### config.mk
export PLATFORM = sky130hd
export DESIGN_NAME = fp_norm_round
export DESIGN_NICKNAME = d
export VERILOG_FILES = /design/src/rtl/fp_norm_round.sv
export SDC_FILE = /design/constraint.sdc
export NUM_CORES = 1
export LEC_CHECK = 0
export BUFFER_PORTS_ARGS = -buffer_cell sky130_fd_sc_hd__buf_4
export CAP_MARGIN = 20
export CORE_ASPECT_RATIO = 0.7
export CORE_UTILIZATION = 50
export CTS_BUF_LIST = sky130_fd_sc_hd__clkbuf_4
export DETAILED_ROUTE_END_ITERATION = 10
export PLACE_DENSITY = 0.71
export SYNTH_ARGS = -nofsm -noshare
export SYNTH_HDL_FRONTEND = slang
export SYNTH_SLANG_ARGS = --single-unit
### constraint.sdc
create_clock -name clk -period 3.3 [get_ports clk]
set_input_delay 0.165 -clock clk [delete_from_list [all_inputs] [get_ports clk]]
set_output_delay 0.165 -clock clk [all_outputs]
set_load 0.02 [all_outputs]
### src/rtl/fp_norm_round.sv
// Post-add normaliser and rounder for IEEE-754 single precision.
// Takes an unnormalised 28-bit mantissa with GRS bits and packs the final result.
module fp_norm_round #(
    parameter int ROUND_MODE = 0
) (
    input  logic        clk,
    input  logic        rst,
    input  logic        in_valid,
    output logic        in_ready,
    input  logic        in_sign,
    input  logic [7:0]  in_exp,
    input  logic [27:0] in_mantis,
    output logic        out_valid,
    input  logic        out_ready,
    output logic [31:0] out_result,
    output logic        out_overflow,
    output logic        out_underflow
);

    typedef enum logic [1:0] {
        IDLE  = 2'd0,
        NORM  = 2'd1,
        ROUND = 2'd2,
        DONE  = 2'd3
    } state_t;

    localparam logic [4:0] MAX_LSHIFT = 5'd26;

    state_t      state_q, state_d;
    logic        sign_q, sign_d;
    logic [27:0] mant_q, mant_d;
    logic [9:0]  exp_q, exp_d;
    logic [4:0]  shift_q, shift_d;
    logic        inf_q, inf_d;
    logic        nz_q, nz_d;
    logic [31:0] result_q, result_d;
    logic        ovf_q, ovf_d;
    logic        unf_q, unf_d;

    logic        rnd_inc;
    logic [24:0] rnd_sum;
    logic        rnd_hidden;
    logic [22:0] rnd_frac;
    logic [9:0]  rnd_exp;
    logic [7:0]  pack_field;
    logic [31:0] pack_result;
    logic        pack_ovf;
    logic        pack_unf;

    // State and datapath registers
    always_ff @(posedge clk or posedge rst) begin
        if (rst) begin
            state_q  <= IDLE;
            sign_q   <= 1'b0;
            mant_q   <= 28'd0;
            exp_q    <= 10'd0;
            shift_q  <= 5'd0;
            inf_q    <= 1'b0;
            nz_q     <= 1'b0;
            result_q <= 32'd0;
            ovf_q    <= 1'b0;
            unf_q    <= 1'b0;
        end else begin
            state_q  <= state_d;
            sign_q   <= sign_d;
            mant_q   <= mant_d;
            exp_q    <= exp_d;
            shift_q  <= shift_d;
            inf_q    <= inf_d;
            nz_q     <= nz_d;
            result_q <= result_d;
            ovf_q    <= ovf_d;
            unf_q    <= unf_d;
        end
    end

    // Rounding of mant_q[26:3]; guard/round/sticky are bits 2/1/0, LSB is bit 3
    always_comb begin
        rnd_inc = (ROUND_MODE == 0) && mant_q[2] && (mant_q[1] | mant_q[0] | mant_q[3]);
        rnd_sum = {1'b0, mant_q[26:3]} + {24'd0, rnd_inc};
        if (rnd_sum[24]) begin
            rnd_hidden = 1'b1;
            rnd_frac   = 23'd0;
            rnd_exp    = exp_q + 10'd1;
        end else begin
            rnd_hidden = rnd_sum[23];
            rnd_frac   = rnd_sum[22:0];
            rnd_exp    = exp_q;
        end
    end

    // Final packing; an infinite operand overrides whatever normalisation did
    always_comb begin
        pack_field  = rnd_hidden ? rnd_exp[7:0] : 8'd0;
        pack_result = {sign_q, pack_field, rnd_frac};
        pack_ovf    = 1'b0;
        pack_unf    = nz_q && (pack_field == 8'd0);
        if (inf_q || (rnd_exp >= 10'd255)) begin
            pack_result = {sign_q, 8'hFF, 23'd0};
            pack_ovf    = 1'b1;
            pack_unf    = 1'b0;
        end
    end

    // Next-state logic
    always_comb begin
        state_d  = state_q;
        sign_d   = sign_q;
        mant_d   = mant_q;
        exp_d    = exp_q;
        shift_d  = shift_q;
        inf_d    = inf_q;
        nz_d     = nz_q;
        result_d = result_q;
        ovf_d    = ovf_q;
        unf_d    = unf_q;

        unique case (state_q)
            IDLE: begin
                if (in_valid) begin
                    sign_d  = in_sign;
                    mant_d  = in_mantis;
                    exp_d   = (in_exp == 8'd0) ? 10'd1 : {2'b00, in_exp};
                    shift_d = 5'd0;
                    inf_d   = (in_exp == 8'hFF);
                    nz_d    = (in_mantis != 28'd0);
                    state_d = NORM;
                end
            end
            NORM: begin
                if (mant_q == 28'd0) begin
                    result_d = inf_q ? {sign_q, 8'hFF, 23'd0} : {sign_q, 31'd0};
                    ovf_d    = inf_q;
                    unf_d    = 1'b0;
                    state_d  = DONE;
                end else if (mant_q[27]) begin
                    mant_d = {1'b0, mant_q[27:2], mant_q[1] | mant_q[0]};
                    exp_d  = exp_q + 10'd1;
                end else if (mant_q[26]) begin
                    state_d = ROUND;
                end else if (exp_q <= 10'd1) begin
                    state_d = ROUND;
                end else if (shift_q == MAX_LSHIFT) begin
                    state_d = ROUND;
                end else begin
                    mant_d  = {mant_q[26:0], 1'b0};
                    exp_d   = exp_q - 10'd1;
                    shift_d = shift_q + 5'd1;
                end
            end
            ROUND: begin
                result_d = pack_result;
                ovf_d    = pack_ovf;
                unf_d    = pack_unf;
                state_d  = DONE;
            end
            DONE: begin
                if (out_ready) begin
                    state_d = IDLE;
                end
            end
            default: state_d = IDLE;
        endcase
    end

    // Handshake outputs decoded from state
    always_comb begin
        in_ready  = (state_q == IDLE);
        out_valid = (state_q == DONE);
    end

    assign out_result    = result_q;
    assign out_overflow  = ovf_q;
    assign out_underflow = unf_q;

endmodule

### Word-level counts from Yosys, hierarchy flattened

Index checks and enable logic that the tools add are counted.

* bitwise gates (word level): 2
* equal/unequal tests: 18
* order comparisons: 2
* $add $sub $neg: 4
* multiplexer cells: 44
* reduce and logical (&&, ||, !) cells: 16

Operators with widths (number)
* two-way mux 27 bit: 4
* two-way mux 10 bit: 7
* case mux 32 bit (2 select lines): 1
* two-way mux 31 bit: 2
* two-way mux 28 bit: 2
* case mux 28 bit (2 select lines): 1
* two-way mux 32 bit: 1
* two-way mux 5 bit: 6
* logical NOT 28 bit: 1
* nonzero test 28 bit: 1
* adder 24 x 1 -> 25 bit: 1
* two-way mux 23 bit: 1
* case mux 10 bit (2 select lines): 1
* logical NOT 8 bit: 2
* two-way mux 8 bit: 2
* two-way mux 2 bit: 7
* inequality test 2 bit (second input constant): 7
* inequality test 3 bit (second input constant): 4
* adder 10 x 1 -> 10 bit (second input constant): 1
* greater-or-equal comparator 10 x 8 -> 1 bit (second input constant): 1
* less-or-equal comparator 10 x 1 -> 1 bit (second input constant): 1
* case mux 5 bit (2 select lines): 1
* subtractor 10 x 1 -> 10 bit (second input constant): 1
* equality test 8 bit (second input constant): 1
* 19 further kinds: 29

* word-level logic and storage cells: 97
* bits in registers: 82

### Depth between registers and ports, before layout

Gate-level depths: netlist (run 1).

* depth in word-level cells: 10
* depth in mapped cells: 11
* depth with buffers taken out: 8

### Worst setup path before layout (run 1)

OpenSTA, ideal clock, no wires.

* kind: flip-flop to flip-flop
* start point: register mant_q[3]
* end point: register result_q[0], in the netlist out_result[0]
* period minus slack after synthesis: 2.417 ns
* data arrival time: 2.343 ns
* stages on the path, launching flop included: 11
* path slack: 0.883 ns
* buffers on the path: 2
* required time: 3.226 ns
* path through: dfrtp_1 clkbuf_1 and2_1 ha_1 nand4_2 or3_4 o21ai_2 and4_4 nand3b_2 buf_6 o21ai_2

* longest elaborated chain between the ends: 8
* elaborated cells on any way between the ends: 12
* classes of those cells: add/sub (1); order compare (1); eq/ne (1); mux (4); bitwise (1); reduce/logical (4)

Ends and longest elaborated chain
* start, declared: RTL line 31 `logic [27:0] mant_q, mant_d;`
* start signal, assigned: RTL line 66 `mant_q <= mant_d;`
* OR 1 bit: RTL line 79 `rnd_inc = (ROUND_MODE == 0) && mant_q[2] && (mant_q[1] | mant_q[0] | mant_q[3]);`
* logical AND 1 bit: RTL line 79
* adder 24 x 1 -> 25 bit: RTL line 80 `rnd_sum = {1'b0, mant_q[26:3]} + {24'd0, rnd_inc};`
* two-way mux 10 bit: RTL line 81 `if (rnd_sum[24]) begin`
* greater-or-equal comparator 10 x 8 -> 1 bit: RTL line 98 `if (inf_q || (rnd_exp >= 10'd255)) begin`
* logical OR 1 bit: RTL line 98
* two-way mux 31 bit: RTL line 98
* case mux 32 bit (2 select lines): RTL line 118 `unique case (state_q)`
* end signal, assigned: RTL line 71 `result_q <= result_d;`
* end, declared: RTL line 36 `logic [31:0] result_q, result_d;`

Parallel ways exist; a longest one is shown, timed or not.
A chain may end at the register's enable or synchronous reset.

### Final worst setup path (run 1)

* start point: register exp_q[0]
* end point: register mant_q[12]

* longest elaborated chain between the ends: 3

Ends and longest elaborated chain
* start, declared: RTL line 32 `logic [9:0] exp_q, exp_d;`
* start signal, assigned: RTL line 67 `exp_q <= exp_d;`
* less-or-equal comparator 10 x 1 -> 1 bit: RTL line 141 `end else if (exp_q <= 10'd1) begin`
* inequality test 3 bit (no source line)
* AND reduction 6 bit (no source line)

Every way passes these cells.

==> impl_metrics.yaml, run 1 <==
floorplan:
  die_height_um: 90.0
  design.die.area_mm2: 0.0115
  fp_rows: 31
  core_mm2: 0.0106
  die_x_um: 128
  initial_standard_cell_utilization_of_the_core_pct: 52.4
  ports_placed_on_the_boundary: 77
cells_and_area:
  multi_input_logic_area_mm2: 0.00314
  post_route_cells_drive_above_1_share_pct: 20.3
  seqCellArea_mm2: 0.00205
  antenna_cells: 0
  nNetsFinal: 776
  syn2layout_area_growth_pct: 16.9
  fillCellCount: 970
placed_design:
  finalWeightedCongestion: 0.956
  port_buffers: 76
  hpwl_um: 11200
power:
  powerDensity_mw_per_mm2: 926
  p_leak_nw: 2.62
  power.share.combinational_pct: 53.2
  ir_worst_vdd_mv: 0.672
  power.switching_fraction_pct: 50.5
  internal_power_mw: 2.97
  p_switching_mw: 3.02
  p_clk_share_pct: 11.9
  seqPwrFrac_pct: 34.9
sta:
  grt_setup_unrepaired: "false"
  finalSetupViolCount: 0
  max-slew-margin-rel_pct: 46.1
  final.period_utilization_pct: 91.6
  whs_ps: 17.1
  setup_tns_ps: 0
  min_period_ps: 3020
  finalClockSkew_ps: 13.3
  worstMarginPinSlew_ps: 809
  maxSlewViolCount: 0
  maxClockFrequency_mhz: 331
  finalHoldViolCount: 0
synth:
  ys_async_sr_fraction_pct: 100
  yosys_most_used_dff: "sky130_fd_sc_hd__dfrtp_1"
  count_of_yosys_warnings_during_synthesis: 0
  synth.top_cells.by_count: "sky130_fd_sc_hd__nand2_1, sky130_fd_sc_hd__dfrtp_1, sky130_fd_sc_hd__o21ai_0, sky130_fd_sc_hd__o211ai_1, sky130_fd_sc_hd__clkbuf_1"
  synth_sequential_area_ratio_pct: 37.1
  postSynthRegisterBits: 82
  mappedNetlistNets: 718
  synth_edf_count: 0
  ys_top_cells_by_area: "sky130_fd_sc_hd__dfrtp_1, sky130_fd_sc_hd__nand2_1, sky130_fd_sc_hd__o21ai_0"
  synth_unique_cells: 72
  synthesis.area_per_instance_um2: 8.29
  synth_most_common_cell: "sky130_fd_sc_hd__nand2_1"
  synthesis.instances: 667
  netlist.area_leader.share_pct: 37.1
  synth.cell_area_mm2: 0.00553
  synthDominantAreaCellType: "sky130_fd_sc_hd__dfrtp_1"
drt:
  num_vias: 5219
  drt-vias-per-instance: 5.94
  dr.first_iter.drc_count: 583
  postRouteWirelength_um: 15300
  detail-route-antenna-nets: 0
  avgRoutedWirePerCell_um: 17.4
  drtPass1Iterations: 5
  detail_route.drc_violations: 0
worst_setup_path:
  criticalPathCategory: "register to register"
  critical_path.startpoint_type: "register"
  worstSetupEndpointType: "register"
  timing.critical_path.required_ps: 3680
  crit_path_max_fanout: 15
  crit_arrival_ps: 3400
global_route:
  vias_in_the_first_global_route: 4801
  grt_overflow_total: 0
  grt.total_usage_pct: 28.1
  grt_pass1_wl_um: 25400
  grt_start_max_net_pins: 73
  grt_antenna_before_repair: 0
clock_network:
  number_of_buffers_inserted_during_clock_tree_synthesis: 9
  postCtsSetupBuffers: 0
  h_tree_lvl_count: 3
  cts.sinks: 82
  clk_root_buffer_cell: "sky130_fd_sc_hd__clkbuf_4"
  tritoncts: "done"
  cts.reportedPaths.clkPinSlew_ps: 140
  clock_latency_ps: 460
  cts-root-to-sink-buffers: 2
worst_hold_path:
  timing.hold.worst.class: "primary input to register"
job:
  maxCapViolCount: 0
run_status:
  run_status: "complete, no violations"
==> state kept, by name (all words and copies together) (netlist names) <==
signal / flops
state_q: 2
sign_q: 1
mant_q: 28
exp_q: 10
shift_q: 5
out_overflow: 1
out_underflow: 1
inf_q: 1
out_result: 32
nz_q: 1
==> worst max-delay path, cell delays in order (launching register included) <==
cell                       delay (ps)
sky130_fd_sc_hd__dfrtp_1          560
sky130_fd_sc_hd__inv_1            160
sky130_fd_sc_hd__ha_1             300
sky130_fd_sc_hd__o21ba_2          260
sky130_fd_sc_hd__a311oi_4         750
sky130_fd_sc_hd__buf_4            340
sky130_fd_sc_hd__nand2_1           70
sky130_fd_sc_hd__o211ai_1         180
sky130_fd_sc_hd__o21ai_0          120
sky130_fd_sc_hd__o21ai_0          220
==> worst paths after layout <==
path | to | from | slack, ps | depth (start not counted)
max in group asynchronous | mant_q[27] | rst | 2270 | 4
min reg2reg | out_result[0] | out_result[0] | 500 | 2
max reg2reg | mant_q[12] | exp_q[0] | 280 | 9
min in group asynchronous | out_result[6] | rst | 150 | 3
min | mant_q[1] | in_mantis[1] | 20 | 3
max | mant_q[12] | exp_q[0] | 280 | 9
==> cell families after synthesis <==
group | count (synthesis) | share of synthesized area (%)
flops | 82 | 37.1
compound gates | 189 | 22.1
xor+xnor | 38 | 6.02
simple gates | 262 | 24.5
mux | 7 | 1.34
fa+ha+maj | 10 | 2.26
buf+inv | 79 | 6.65
==> repair_timing <==
action / in CTS / in global routing
setup endpoints to repair: 0 / 0
hold endpoints to repair: 49 / 0
hold buffers: 17 / 0
resized for setup: 0 / 0
==> layer usage <==
layer / GRT usage, % / routed length [um] / part of all wire (%)
met2: 39.8 / 6240 / 41
met3: 6.79 / 1320 / 8.6
met5: 0 / 0 / 0
met4: 6.08 / 192 / 1.3
met1: 43.0 / 7520 / 49
==> final cells by class <==
cell class,count,area share (%)
Clock buffer,9,1.05
Tap cell,148,2.87
Multi-Input combinational cell,506,48.6
Clock inverter,7,1.53
Inverter,19,1.12
Timing Repair Buffer,107,13.1
Sequential cell,82,31.8
==> power groups by stage <==
stage | clock network (mW) | logic, mW | registers [mW]
2_1_floorplan | 0 | 2.43 | 1.86
5_1_grt | 0.767 | 3.54 | 2.16
3_3_place_gp | 0 | 3.06 | 2.04
3_5_place_dp | 0 | 3.15 | 2.08
6_report | 0.711 | 3.18 | 2.09
4_1_cts | 0.726 | 3.17 | 2.06
==> metrics by stage <==
step / cell area (um^2) / util (%) / cells / power [mW] / setup slack [ps]
2_1_floorplan: 5530 / - / 667 / 4.29 / 883
3_3_place_gp: 6130 / 58.1 / 845 / 5.10 / 503
3_5_place_dp: 6130 / 58.1 / 845 / 5.23 / 341
4_1_cts: 6460 / 61.3 / 878 / 5.96 / 307
5_1_grt: 6460 / 61.3 / 878 / 6.46 / 67.3
6_report: 6460 / 61.3 / 878 / 5.98 / 278
==> cell usage in the layout, fill, tap and decap left out, types with 3 or more instances in the layout <==
master / count
sky130_fd_sc_hd__o21ai_2: 11
sky130_fd_sc_hd__a211oi_1: 9
sky130_fd_sc_hd__nor2_1: 26
sky130_fd_sc_hd__xor2_1: 16
sky130_fd_sc_hd__a2bb2oi_1: 3
sky130_fd_sc_hd__nand4_2: 3
sky130_fd_sc_hd__nor4_2: 3
sky130_fd_sc_hd__o221ai_1: 3
sky130_fd_sc_hd__o21ai_0: 67
sky130_fd_sc_hd__a21oi_1: 13
sky130_fd_sc_hd__nor4_1: 22
sky130_fd_sc_hd__mux2i_1: 4
sky130_fd_sc_hd__nand2_1: 125
sky130_fd_sc_hd__mux2_2: 3
sky130_fd_sc_hd__o21ai_1: 18
sky130_fd_sc_hd__dlygate4sd3_1: 17
sky130_fd_sc_hd__o211ai_1: 30
sky130_fd_sc_hd__nand4_1: 9
sky130_fd_sc_hd__and4_1: 3
sky130_fd_sc_hd__and3_1: 9
sky130_fd_sc_hd__dfrtp_1: 81
sky130_fd_sc_hd__buf_4: 90
sky130_fd_sc_hd__and2_1: 5
sky130_fd_sc_hd__nor3_1: 15
sky130_fd_sc_hd__o31ai_1: 7
sky130_fd_sc_hd__inv_6: 3
sky130_fd_sc_hd__nand3_1: 20
sky130_fd_sc_hd__o21a_1: 3
sky130_fd_sc_hd__o22ai_1: 3
sky130_fd_sc_hd__clkbuf_4: 9
sky130_fd_sc_hd__xnor2_1: 22
sky130_fd_sc_hd__ha_1: 9
sky130_fd_sc_hd__inv_1: 17
Power figures use the tool's default switching activity.
==> run 2, diff against run 1 <==
--- a/config.mk
+++ b/config.mk
@@ -9,8 +9,7 @@
 export CAP_MARGIN = 20
 export CORE_ASPECT_RATIO = 0.7
-export CORE_UTILIZATION = 50
+export CORE_UTILIZATION = 29
 export CTS_BUF_LIST = sky130_fd_sc_hd__clkbuf_4
 export DETAILED_ROUTE_END_ITERATION = 10
-export PLACE_DENSITY = 0.71
 export SYNTH_ARGS = -nofsm -noshare
 export SYNTH_HDL_FRONTEND = slang
==> constraint.sdc (replaced) <==
create_clock -name clk -period 3.3 [get_ports clk]
set_input_delay 0.165 -clock clk [delete_from_list [all_inputs] [get_ports clk]]
set_output_delay 0.165 -clock clk [all_outputs]
set_load 0.005 [all_outputs]
==> run 2 against run 1 <==
Total power decreased by 2.9%. Worst setup slack improved by 160 ps. Fmax increased by 5.5%. Non-clock buffer count decreased by 1. Clock-buffer cell count unchanged. Clock skew increased by 9.8 ps. Flip-flop and latch count unchanged. Critical path depth decreased by 1. Clock power increased by 4.1%. Die area increased by 71%. Largest power group unchanged.
==> impl_metrics.yaml, run 2 (same netlist as run 1, synthesis figures left out) <==
run_status:
  run_status: "complete, no violations"
drt:
  drtPass1Iterations: 4
  drt-vias-per-instance: 5.27
  detail_route.drc_violations: 0
  avgRoutedWirePerCell_um: 17.0
  num_vias: 5090
  detail-route-antenna-nets: 0
  dr.first_iter.drc_count: 519
  postRouteWirelength_um: 16400
placed_design:
  hpwl_um: 12200
  finalWeightedCongestion: 0.897
  port_buffers: 76
power:
  p_total_mw: 5.81
  powerDensity_mw_per_mm2: 879
  ir_worst_vdd_mv: 0.350
  p_clk_share_pct: 12.7
  power.switching_fraction_pct: 49.0
  power.share.combinational_pct: 50.1
  internal_power_mw: 2.97
  p_leak_nw: 2.63
  seqPwrFrac_pct: 37.2
  p_switching_mw: 2.84
cells_and_area:
  layout.core_utilization_pct: 36.1
  syn2layout_area_growth_pct: 19.5
  multi_input_logic_area_mm2: 0.00314
  nNetsFinal: 775
  mostFrequentLayoutCell: "sky130_fd_sc_hd__nand2_1"
  seqCellArea_mm2: 0.00205
  mostFrequentLayoutCells: "sky130_fd_sc_hd__nand2_1, sky130_fd_sc_hd__buf_4, sky130_fd_sc_hd__dfrtp_1"
  largest_register_ffs: 32
  fillCellCount: 1891
  post_route_cells_drive_above_1_share_pct: 19.8
worst_setup_path:
  crit_arrival_ps: 3260
  worstSetupEndpointType: "register"
  ff2ff_path_depth: 8
  crit_path_max_fanout: 12
  criticalPathCategory: "register to register"
  critical_path.startpoint_type: "register"
  launch_point_of_the_worst_reg_to_reg_path: "mant_q[3]"
  timing.critical_path.required_ps: 3700
  worst-r2r-setup-slack_ps: 430
  timing.rr.end: "out_result[21]"
worst_hold_path:
  timing.hold.worst.class: "primary input to register"
  worstHoldStart: "in_mantis[18]"
  min_delay_worst_endpoint: "mant_q[18]"
  holdPathStages: 3
sta:
  finalSetupViolCount: 0
  min_period_ps: 2870
  finalHoldViolCount: 0
  maxClockFrequency_mhz: 349
  setup_tns_ps: 0
  worstMarginPinSlew_ps: 671
  final.period_utilization_pct: 86.8
  max-slew-margin-rel_pct: 54.8
  maxSlewViolCount: 0
  finalClockSkew_ps: 23.1
  grt_setup_unrepaired: "false"
floorplan:
  design.die.area_mm2: 0.0196
  initial_standard_cell_utilization_of_the_core_pct: 30.2
  die_x_um: 167
  fp_rows: 41
  ports_placed_on_the_boundary: 77
  core_mm2: 0.0183
  die_height_um: 118
clock_network:
  number_of_buffers_inserted_during_clock_tree_synthesis: 9
  cts-root-to-sink-buffers: 2
  clk_root_buffer_cell: "sky130_fd_sc_hd__clkbuf_4"
  cts.hold.buffers_added: 20
  cts.sinks: 82
  cts.repair.resized: 0
  h_tree_lvl_count: 3
  cts.reportedPaths.clkPinSlew_ps: 160
  postCtsSetupBuffers: 0
  clock_latency_ps: 460
  tritoncts: "done"
global_route:
  grt_overflow_total: 0
  vias_in_the_first_global_route: 4693
  grt_antenna_before_repair: 1
  grt.total_usage_pct: 17.3
  grt_pass1_wl_um: 26900
  grt_start_max_net_pins: 53
job:
  maxCapViolCount: 0
-- run 2: stage by stage --
stage,std cells,setup WS (ps),hold slack (ps),cell area (um^2)
5_1_grt,966,227,11.2,6610
3_5_place_dp,929,484,284,6230
2_1_floorplan,667,883,282,5530
6_report,966,434,20.2,6610
4_1_cts,965,475,0.503,6610
3_3_place_gp,929,566,288,6230
-- run 2: how the worst max path moves through the flow --
stage               from        endpoint  slack (ps)
2_1_floorplan  mant_q[3]   out_result[0]         880
3_3_place_gp   mant_q[3]  out_result[21]         570
3_5_place_dp   mant_q[3]  out_result[21]         480
4_1_cts        mant_q[3]  out_result[21]         470
5_1_grt        mant_q[3]  out_result[21]         230
6_report       mant_q[3]  out_result[21]         430
-- run 2: final cells by class --
class,instances,area share [%]
diodes,1,0.0379
clock buffers,9,1.02
clock inverters,7,1.61
inverters,19,1.10
multi-input cells,506,47.5
flip-flops and latches,82,31.1
well taps,236,4.47
repair buffers,106,13.2
-- run 2: worst max-delay path, stage by stage (launching register included) --
cell and delay, ps:
sky130_fd_sc_hd__dfrtp_1 510, sky130_fd_sc_hd__and2_1 220, sky130_fd_sc_hd__ha_1 230, sky130_fd_sc_hd__nand4_2 260, sky130_fd_sc_hd__nor4_4 510, sky130_fd_sc_hd__o2111ai_1 220, sky130_fd_sc_hd__o31ai_1 190, sky130_fd_sc_hd__nand3b_2 420
sky130_fd_sc_hd__o21ai_0 260
-- run 2: layer usage --
layer  GRT usage, %  vias to the layer above  share of wire, %
met5              0                        -                 0
met4           3.59                        0              0.46
met3           3.06                        8               5.2
met2           21.8                      178                37
met1           29.1                     2400                57
li1               -                     2504                 -
-- run 2: power by group through the flow --
| stage | Clock, mW | Sequential (mW) | Combinational [mW] |
|---|---|---|---|
| floorplan | 0 | 1.68 | 2.41 |
| global placement | 0 | 2.14 | 2.86 |
| detailed placement | 0 | 2.16 | 2.88 |
| CTS | 0.756 | 2.14 | 2.91 |
| global route | 0.792 | 2.23 | 3.28 |
| finish | 0.740 | 2.16 | 2.91 |
==> run 3, diff against run 2 <==
Settings changed: RECOVER_POWER set to 100.
==> run 3 against run 2 <==
The flow now finishes with violations (max-capacitance violations, max-slew violations). Global-route usage stayed put. Register-to-register slack lost 20 ps. Die area unchanged. Via count rose by 0.53%. Routed wire length down 0.13%. Hold slack worse by 13 ps. Clock-buffer cell count stayed put. Total power decreased by 2.2%. Sequential share of layout area rose by 0.37 points. Combinational power shrank 4%. Largest cell class unchanged. Non-clock buffer count did not move.
==> impl_metrics.yaml, run 3 (same netlist as run 1, synthesis figures left out) <==
cells_and_area:
  nNetsFinal: 775
  fillCellCount: 1913
  syn2layout_area_growth_pct: 18.1
  largest_register_ffs: 32
  mostFrequentLayoutCells: "sky130_fd_sc_hd__nand2_1, sky130_fd_sc_hd__o21ai_0, sky130_fd_sc_hd__dfrtp_1"
  multi_input_logic_area_mm2: 0.00309
  post_route_cells_drive_above_1_share_pct: 17.4
  mostFrequentLayoutCell: "sky130_fd_sc_hd__nand2_1"
  layout.core_utilization_pct: 35.7
  finalNonFillerCells: 966
  seqCellArea_mm2: 0.00205
drt:
  drt-vias-per-instance: 5.30
  num_vias: 5117
  avgRoutedWirePerCell_um: 17.0
  drtPass1Iterations: 4
  dr.first_iter.drc_count: 446
  postRouteWirelength_um: 16400
  detail-route-antenna-nets: 0
  detail_route.drc_violations: 0
worst_setup_path:
  crit_path_max_fanout: 11
  critical_path.startpoint_type: "register"
  criticalPathCategory: "register to register"
  worstSetupEndpointType: "register"
  timing.critical_path.required_ps: 3680
  crit_arrival_ps: 3270
floorplan:
  fp_rows: 41
  initial_standard_cell_utilization_of_the_core_pct: 30.2
  die_x_um: 167
  design.die.area_mm2: 0.0196
  core_mm2: 0.0183
  ports_placed_on_the_boundary: 77
  die_height_um: 118
clock_network:
  cts.reportedPaths.clkPinSlew_ps: 150
  tritoncts: "done"
  clk_root_buffer_cell: "sky130_fd_sc_hd__clkbuf_4"
  number_of_buffers_inserted_during_clock_tree_synthesis: 9
  cts-root-to-sink-buffers: 2
  h_tree_lvl_count: 3
  cts.hold.buffers_added: 20
  postCtsSetupBuffers: 0
  clock_latency_ps: 470
  cts.sinks: 82
  cts.repair.resized: 0
global_route:
  grt_pass1_wl_um: 26900
  grt_antenna_before_repair: 1
  grt.total_usage_pct: 17.3
  grt_start_max_net_pins: 53
  grt_overflow_total: 0
  vias_in_the_first_global_route: 4693
run_status:
  violations_in_the_final_reports: "max-capacitance violations, max-slew violations"
  run_status: "finished with violations"
placed_design:
  placed_instances: 929
  hpwl_um: 12200
  finalWeightedCongestion: 0.897
  port_buffers: 76
sta:
  setup_tns_ps: 0
  maxClockFrequency_mhz: 346
  final.period_utilization_pct: 87.6
  maxSlewViolCount: 38
  max-slew-margin-rel_pct: -9.08
  finalClockSkew_ps: 28.3
  min_period_ps: 2890
  grt_setup_unrepaired: "false"
  finalSetupViolCount: 0
  worstMarginPinSlew_ps: 1630
  finalHoldViolCount: 0
worst_hold_path:
  timing.hold.worst.class: "primary input to register"
power:
  ir_worst_vdd_mv: 0.345
  powerDensity_mw_per_mm2: 870
  p_leak_nw: 2.58
job:
  maxCapViolCount: 1
-- run 3: cell types whose count changed in the layout (fill, tap and decap cells not counted), moves of 3 or more --
| cell | delta |
|---|---|
| sky130_fd_sc_hd__buf_4 | -37 |
| sky130_fd_sc_hd__clkbuf_1 | +3 |
| sky130_fd_sc_hd__clkbuf_4 | +34 |
| sky130_fd_sc_hd__o21ai_1 | -13 |
| sky130_fd_sc_hd__o21ai_0 | +22 |
| sky130_fd_sc_hd__o21ai_2 | -9 |
-- run 3: worst paths after layout --
| path | startpoint | to | slack, ps | cells after the start |
|---|---|---|---|---|
| worst min-delay path | in_mantis[18] | mant_q[18] | 7 | 3 |
| worst min register to register | out_result[24] | out_result[24] | 500 | 2 |
| max in group asynchronous | rst | mant_q[27] | 760 | 4 |
| worst max register to register | state_q[0] | exp_q[9] | 410 | 8 |
| min in group asynchronous | rst | out_result[4] | 620 | 3 |
| worst max-delay path | state_q[0] | exp_q[9] | 410 | 8 |
-- run 3: cell type report --
class                   instances  area share [%]
flip-flops and latches         82            31.4
clock buffers                   9            1.03
inverters                      19            1.11
multi-input cells             506            47.3
clock inverters                 7            1.63
diodes                          1          0.0383
well taps                     236            4.52
repair buffers                106            12.9
-- run 3: power breakdown --
part	internal (mW)	switching, mW
registers	1.42	0.741
logic	1.16	1.62
clock network	0.322	0.422
total	2.90	2.78
-- run 3: metal layers --
metal	global-route usage, %	wire length, um
met2	21.8	6130
met1	29.1	9310
met3	3.06	873
met5	0	0
met4	3.59	115
-- run 3: critical path, stage by stage (launching register included) --
cell	delay, ps
sky130_fd_sc_hd__dfrtp_1	460
sky130_fd_sc_hd__inv_1	100
sky130_fd_sc_hd__ha_1	300
sky130_fd_sc_hd__nand2_1	340
sky130_fd_sc_hd__o21a_1	240
sky130_fd_sc_hd__a31oi_1	550
sky130_fd_sc_hd__o21a_1	490
sky130_fd_sc_hd__nand2_1	130
sky130_fd_sc_hd__o31ai_1	210
-- run 3: per-stage QoR --
stage	hold slack (ps)	instance area, um^2	setup slack, ps	total power, mW
floorplan	282	5530	883	4.09
global placement	288	6230	566	5.00
detailed placement	284	6230	484	5.04
CTS	0.503	6610	475	5.80
global route	11.2	6530	153	6.17
finish	7.07	6530	410	5.68
